## config.mk

```make
export PLATFORM = sky130hd
export DESIGN_NAME = mem_stage
export DESIGN_NICKNAME = d
export VERILOG_FILES = /design/src/rtl/mem_stage.sv
export SDC_FILE = /design/constraint.sdc
export NUM_CORES = 1
export LEC_CHECK = 0
export BUFFER_PORTS_ARGS = -buffer_cell sky130_fd_sc_hd__buf_2
export CORE_AREA = 2 2 175 177
export DETAILED_ROUTE_END_ITERATION = 7
export DIE_AREA = 0 0 177 179
export PLACE_DENSITY = 0.64
export SYNTH_ARGS = -nofsm -noshare
export SYNTH_HDL_FRONTEND = slang
export SYNTH_SLANG_ARGS = --single-unit
export TNS_END_PERCENT = 20
```

## constraint.sdc

```tcl
create_clock -name clk -period 9.9 [get_ports clk]
set_input_delay 1.485 -clock clk [delete_from_list [all_inputs] [get_ports clk]]
set_output_delay 1.485 -clock clk [all_outputs]
set_load 0.02 [all_outputs]
```

## src/rtl/mem_stage.sv

```systemverilog
// Pipeline MEM stage: latches the EX record, runs the data-memory handshake, extends load data, feeds WB.
// Latency: non-memory op 1 cycle to WB valid; store >= 2 cycles; load >= 3 cycles (plus memory stalls).
// Backpressure: MEM_ready drops while a record is in flight; a DONE record holds until WB_ready.
module mem_stage #(
  parameter logic [31:0] PC_RESET = 32'h0
) (
  input  logic         clk,
  input  logic         rst,
  input  logic [181:0] EX_to_MEM_data,
  input  logic         EX_to_MEM_valid,
  output logic         MEM_ready,
  output logic [31:0]  Address,
  output logic         MemWrite,
  output logic [31:0]  Write_data,
  output logic [3:0]   Write_strb,
  output logic         MemRead,
  input  logic         Mem_Req_Ready,
  input  logic [31:0]  Read_data,
  input  logic         Read_data_Valid,
  output logic         Read_data_Ready,
  output logic [69:0]  MEM_to_WB_data,
  output logic         MEM_to_WB_valid,
  input  logic         WB_ready,
  output logic [38:0]  MEM_to_ID_bypath_data
);

  typedef enum logic [1:0] {S_IDLE, S_REQ, S_RESP, S_DONE} state_t;

  // Cleared record except for the PC field, which starts at PC_RESET.
  localparam logic [181:0] REC_RESET = {74'd0, PC_RESET, 76'd0};

  state_t        r_state;
  state_t        w_state_nxt;
  logic [181:0]  r_rec;
  logic [31:0]   r_rdata;

  logic [31:0]   w_result;
  logic [2:0]    w_func;
  logic [1:0]    w_eff;
  logic [31:0]   w_pc;
  logic [31:0]   w_addr;
  logic          w_load;
  logic          w_store;
  logic          w_wen;
  logic [4:0]    w_waddr;
  logic [31:0]   w_rf_wdata;
  logic          w_rf_wen;
  logic          w_accept;
  logic          w_in_mem;
  logic [7:0]    w_ld_byte;
  logic [15:0]   w_ld_half;
  logic [31:0]   w_ld_ext;
  logic          w_unused_rsvd;

  assign w_result = r_rec[181:150];
  assign w_func   = r_rec[149:147];
  assign w_eff    = r_rec[109:108];
  assign w_pc     = r_rec[107:76];
  assign w_addr   = r_rec[75:44];
  assign w_load   = r_rec[43];
  assign w_store  = r_rec[42];
  assign w_wen    = r_rec[5];
  assign w_waddr  = r_rec[4:0];

  // U_imm and opcode are reserved; byte offset is carried separately in eff.
  assign w_unused_rsvd = ^{r_rec[146:110], r_rec[45:44]};

  assign MEM_ready = (r_state == S_IDLE) || ((r_state == S_DONE) && WB_ready);
  assign w_accept  = EX_to_MEM_valid && MEM_ready;
  assign w_in_mem  = EX_to_MEM_data[43] | EX_to_MEM_data[42];

  // Next-state: memory ops go through REQ, loads also wait in RESP for data.
  always_comb begin
    w_state_nxt = r_state;
    case (r_state)
      S_IDLE: if (w_accept) w_state_nxt = w_in_mem ? S_REQ : S_DONE;
      S_REQ:  if (Mem_Req_Ready) w_state_nxt = w_load ? S_RESP : S_DONE;
      S_RESP: if (Read_data_Valid) w_state_nxt = S_DONE;
      S_DONE: if (WB_ready) begin
        if (w_accept) w_state_nxt = w_in_mem ? S_REQ : S_DONE;
        else          w_state_nxt = S_IDLE;
      end
      default: w_state_nxt = S_IDLE;
    endcase
  end

  // State register.
  always_ff @(posedge clk or posedge rst) begin
    if (rst) r_state <= S_IDLE;
    else     r_state <= w_state_nxt;
  end

  // Record latch on accept; extracted load data captured on the response beat.
  always_ff @(posedge clk or posedge rst) begin
    if (rst) begin
      r_rec   <= REC_RESET;
      r_rdata <= 32'd0;
    end else begin
      if (w_accept) r_rec <= EX_to_MEM_data;
      if ((r_state == S_RESP) && Read_data_Valid) r_rdata <= w_ld_ext;
    end
  end

  // Byte/half selection by eff, then sign/zero extension by func.
  always_comb begin
    w_ld_byte = Read_data[7:0];
    case (w_eff)
      2'b01:   w_ld_byte = Read_data[15:8];
      2'b10:   w_ld_byte = Read_data[23:16];
      2'b11:   w_ld_byte = Read_data[31:24];
      default: w_ld_byte = Read_data[7:0];
    endcase
    w_ld_half = w_eff[1] ? Read_data[31:16] : Read_data[15:0];
    case (w_func)
      3'b000:  w_ld_ext = {{24{w_ld_byte[7]}}, w_ld_byte};
      3'b100:  w_ld_ext = {24'd0, w_ld_byte};
      3'b001:  w_ld_ext = {{16{w_ld_half[15]}}, w_ld_half};
      3'b101:  w_ld_ext = {16'd0, w_ld_half};
      default: w_ld_ext = Read_data;
    endcase
  end

  assign MemRead         = (r_state == S_REQ) && w_load;
  assign MemWrite        = (r_state == S_REQ) && w_store;
  assign Address         = {w_addr[31:2], 2'b00};
  assign Write_data      = r_rec[37:6];
  assign Write_strb      = r_rec[41:38];
  assign Read_data_Ready = (r_state == S_RESP);

  // Stores never write the register file, whatever the latched RF_wen says.
  assign w_rf_wen   = w_wen && !w_store;
  assign w_rf_wdata = w_load ? r_rdata : w_result;

  assign MEM_to_WB_valid = (r_state == S_DONE);
  assign MEM_to_WB_data  = {w_rf_wen, w_waddr, w_rf_wdata, w_pc};

  assign MEM_to_ID_bypath_data = {
    w_load && ((r_state == S_REQ) || (r_state == S_RESP)),
    (r_state != S_IDLE) && w_rf_wen && (w_waddr != 5'd0),
    w_waddr,
    w_rf_wdata
  };

endmodule

```

==> impl_metrics.ini <==
[clocking]
ctsLongestPathBuffers = 2
clk_latency_ps = 430
cts_tree = done
root_buffer = clkbuf_16
numCtsBuffers = 17
post_cts_buffers = 0
h-tree-depth = 4
cts_resized = 0
clkTransAtPathRegs_ps = 70
cts.sinks = 177
cts_hold_buf = 0

[synthesis]
avgSynthCellArea_um2 = 12.2
synth_fa_ha_area_share_pct = 0.711
ys_ff_latch = 177
synth-compound-area-share_pct = 4.95
synthArstFlopShare_pct = 100
yosys_warnings = 0
ys_types = 39
synthMuxAreaShare_pct = 23.7
ys.flop_type = dfrtp_1
synthXorXnorAreaFrac_pct = 0
syn-instance-count = 719
synth_top_family_by_area = multiplexers
synth_edf_count = 0
synth-simple-area-share_pct = 5.66
syn_area_um2 = 8790
seq_area_frac_synth_pct = 50.4

[timing]
fin_skew_ps = 6.87
fin_crit_sh_pct = 36.0
timing.setup.tns_ps = 0
final-hold-violation-count = 0
slew_headroom_pct = 31.8
setup_viol = 0
period_needed_ps = 3560
max_freq_ghz = 0.281
final_max_slew_viol_count = 0
rsz0062_at_grt = false
worst_pin_slew_ps = 1020

[worst_setup_path]
r2r-start = r_state[0]
worstPathCellList = buf_2, a21o_1, nand2_4, buf_4, mux2_2
path_depth = 5
crit_path_end_kind = flop
max_stage_delay_ps = 880
path_class = in2reg
crit_path_top_delay_cell = buf_4
critPathTopFamily = buffers and inverters
r2r_setup_slack_ps = 6800
worst-r2r-cell-count = 6
required_ps = 10210
path_buf_inv = 2
setup.worst_path.start_class = input pin
critPathLaunch = WB_ready
cp_max_fo = 76
worstPathArrival_ps = 3870

[floorplanning]
core_um2 = 30000
ios = 402
die-area_um2 = 31700
die_y_um = 179
start_util_pct = 29.3
die_x_um = 177
rows = 64

[power_and_ir_drop]
leakagePower_nw = 5.10
power_w = 0.00413
powerDensity_nw_per_um2 = 391
ir_drop_mv = 0.184

[placement]
gp_congestion = 0.830
port_buffers = 360
placed_area_um2 = 9890
dp_hpwl_um = 16000

[grt]
grt_pass1_wl_um = 32000
grt_overflow_total = 0
gr-usage-all-layers_pct = 13.3
grt_pass1_vias = 5580
grt_max_degree = 101
grt_antenna_before_repair = 5

[drt]
via_per_inst = 4.39
drt_first_pass_iters = 4
drt_iter0_drc = 195
finalWirelength_um = 22000
wl_per_cell_um = 16.5
vias = 5850
postRouteAntennaNets = 0
drc = 0

[layout]
area_growth_pct = 20.2
design_area_um2 = 10600
final_nets = 1148
layout-drive-gt1-share_pct = 63.6

[worst_hold_path]
hp-start = r_rec[19]
min-delay-path-class = reg2reg
whs_path_depth = 1

[flow_run]
maxCapViolCount = 0

[status]
status = finished, final reports clean
[metrics by stage]
| step | util (%) | setup slack (ps) | hold slack [ps] | cells |
|---|---|---|---|---|
| floorplan | - | 3610 | 459 | 720 |
| global placement | 32.9 | 5870 | 480 | 1300 |
| detailed placement | 32.9 | 5840 | 487 | 1300 |
| CTS | 35.2 | 6290 | 503 | 1332 |
| global route | 35.2 | 6210 | 509 | 1333 |
| finish | 35.2 | 6340 | 500 | 1334 |
[kinds of logic after synthesis]
logic type / count (synthesis)
buf+inv: 189
mux: 184
flops: 177
simple gates: 89
compound gates: 74
fa+ha+maj: 5
other cells: 1
[worst paths after layout]
| kind | end |
|---|---|
| worst min-delay path | r_rec[19] |
| max in group asynchronous | r_rec[43] |
| worst max register to register | r_rec[154] |
| worst min register to register | r_rec[19] |
| min in group asynchronous | r_rec[71] |
| worst max-delay path | r_rec[154] |
[per-layer routing]
metal	track usage (%)	up-vias	routed length, um
met5	0	-	46
met4	4.82	6	318
met3	3.44	21	1430
met2	21.3	222	10500
met1	17.4	2864	9640
li1	-	2737	-
[report_power, final]
group / leakage [nW] / total, W / internal, W / switching (W)
clock network: 0.326 / 0.000780 / 0.000468 / 0.000312
logic: 2.69 / 0.00200 / 0.000855 / 0.00115
registers: 2.08 / 0.00135 / 0.00109 / 0.000259
total: 5.10 / 0.00413 / 0.00242 / 0.00172
[Yosys cell counts, types with 2 or more instances]
cell type / n / share of area (%)
clkbuf_1: 14 / 0.60
and2_1: 6 / 0.43
nand3_2: 8 / 0.91
buf_2: 17 / 0.97
inv_1: 9 / 0.38
o22ai_1: 5 / 0.36
nor3_1: 3 / 0.17
buf_6: 2 / 0.26
nand3_1: 10 / 0.57
nor2b_1: 8 / 0.57
nor2_1: 17 / 0.73
o21ai_0: 24 / 1.4
nand3b_1: 8 / 0.68
buf_1: 4 / 0.17
o21ai_2: 2 / 0.20
o221a_2: 2 / 0.26
nand2_1: 21 / 0.90
buf_4: 143 / 12
dfrtp_1: 177 / 50
a21oi_1: 31 / 1.8
ha_1: 5 / 0.71
mux2_2: 182 / 23
nor3b_1: 3 / 0.26
nand2b_1: 3 / 0.21
[cell type report]
cell class / instances / area (um2)
tap: 396 / 495
clock inverter: 13 / 219
inverter: 9 / 41.3
clock buffer: 19 / 453
multi-input combinational: 354 / 3090
sequential: 177 / 4430
fill: 2984 / 19500
antenna: 2 / 5.00
timing repair buffer: 364 / 1830
[layout by cell type (no fill, tap or decap), types with 3 or more instances in the layout]
cell type / count
clkbuf_16: 17
inv_1: 8
ha_1: 5
nor3_1: 3
buf_4: 4
nand3b_1: 8
nand2_1: 20
bufinv_16: 5
dfrtp_1: 176
a21oi_1: 31
and2_1: 6
o21ai_0: 24
nor2b_1: 8
nand2b_1: 3
nor3b_1: 3
nand3_1: 10
mux2_2: 182
o22ai_1: 5
inv_6: 6
nor2_1: 17
nand3_2: 8
buf_2: 360
[registers in the layout (all words and copies together) (netlist names)]
name     cells
r_rec      143
r_rdata     32
r_state      2
No activity file was read; power rests on OpenSTA's default activity.
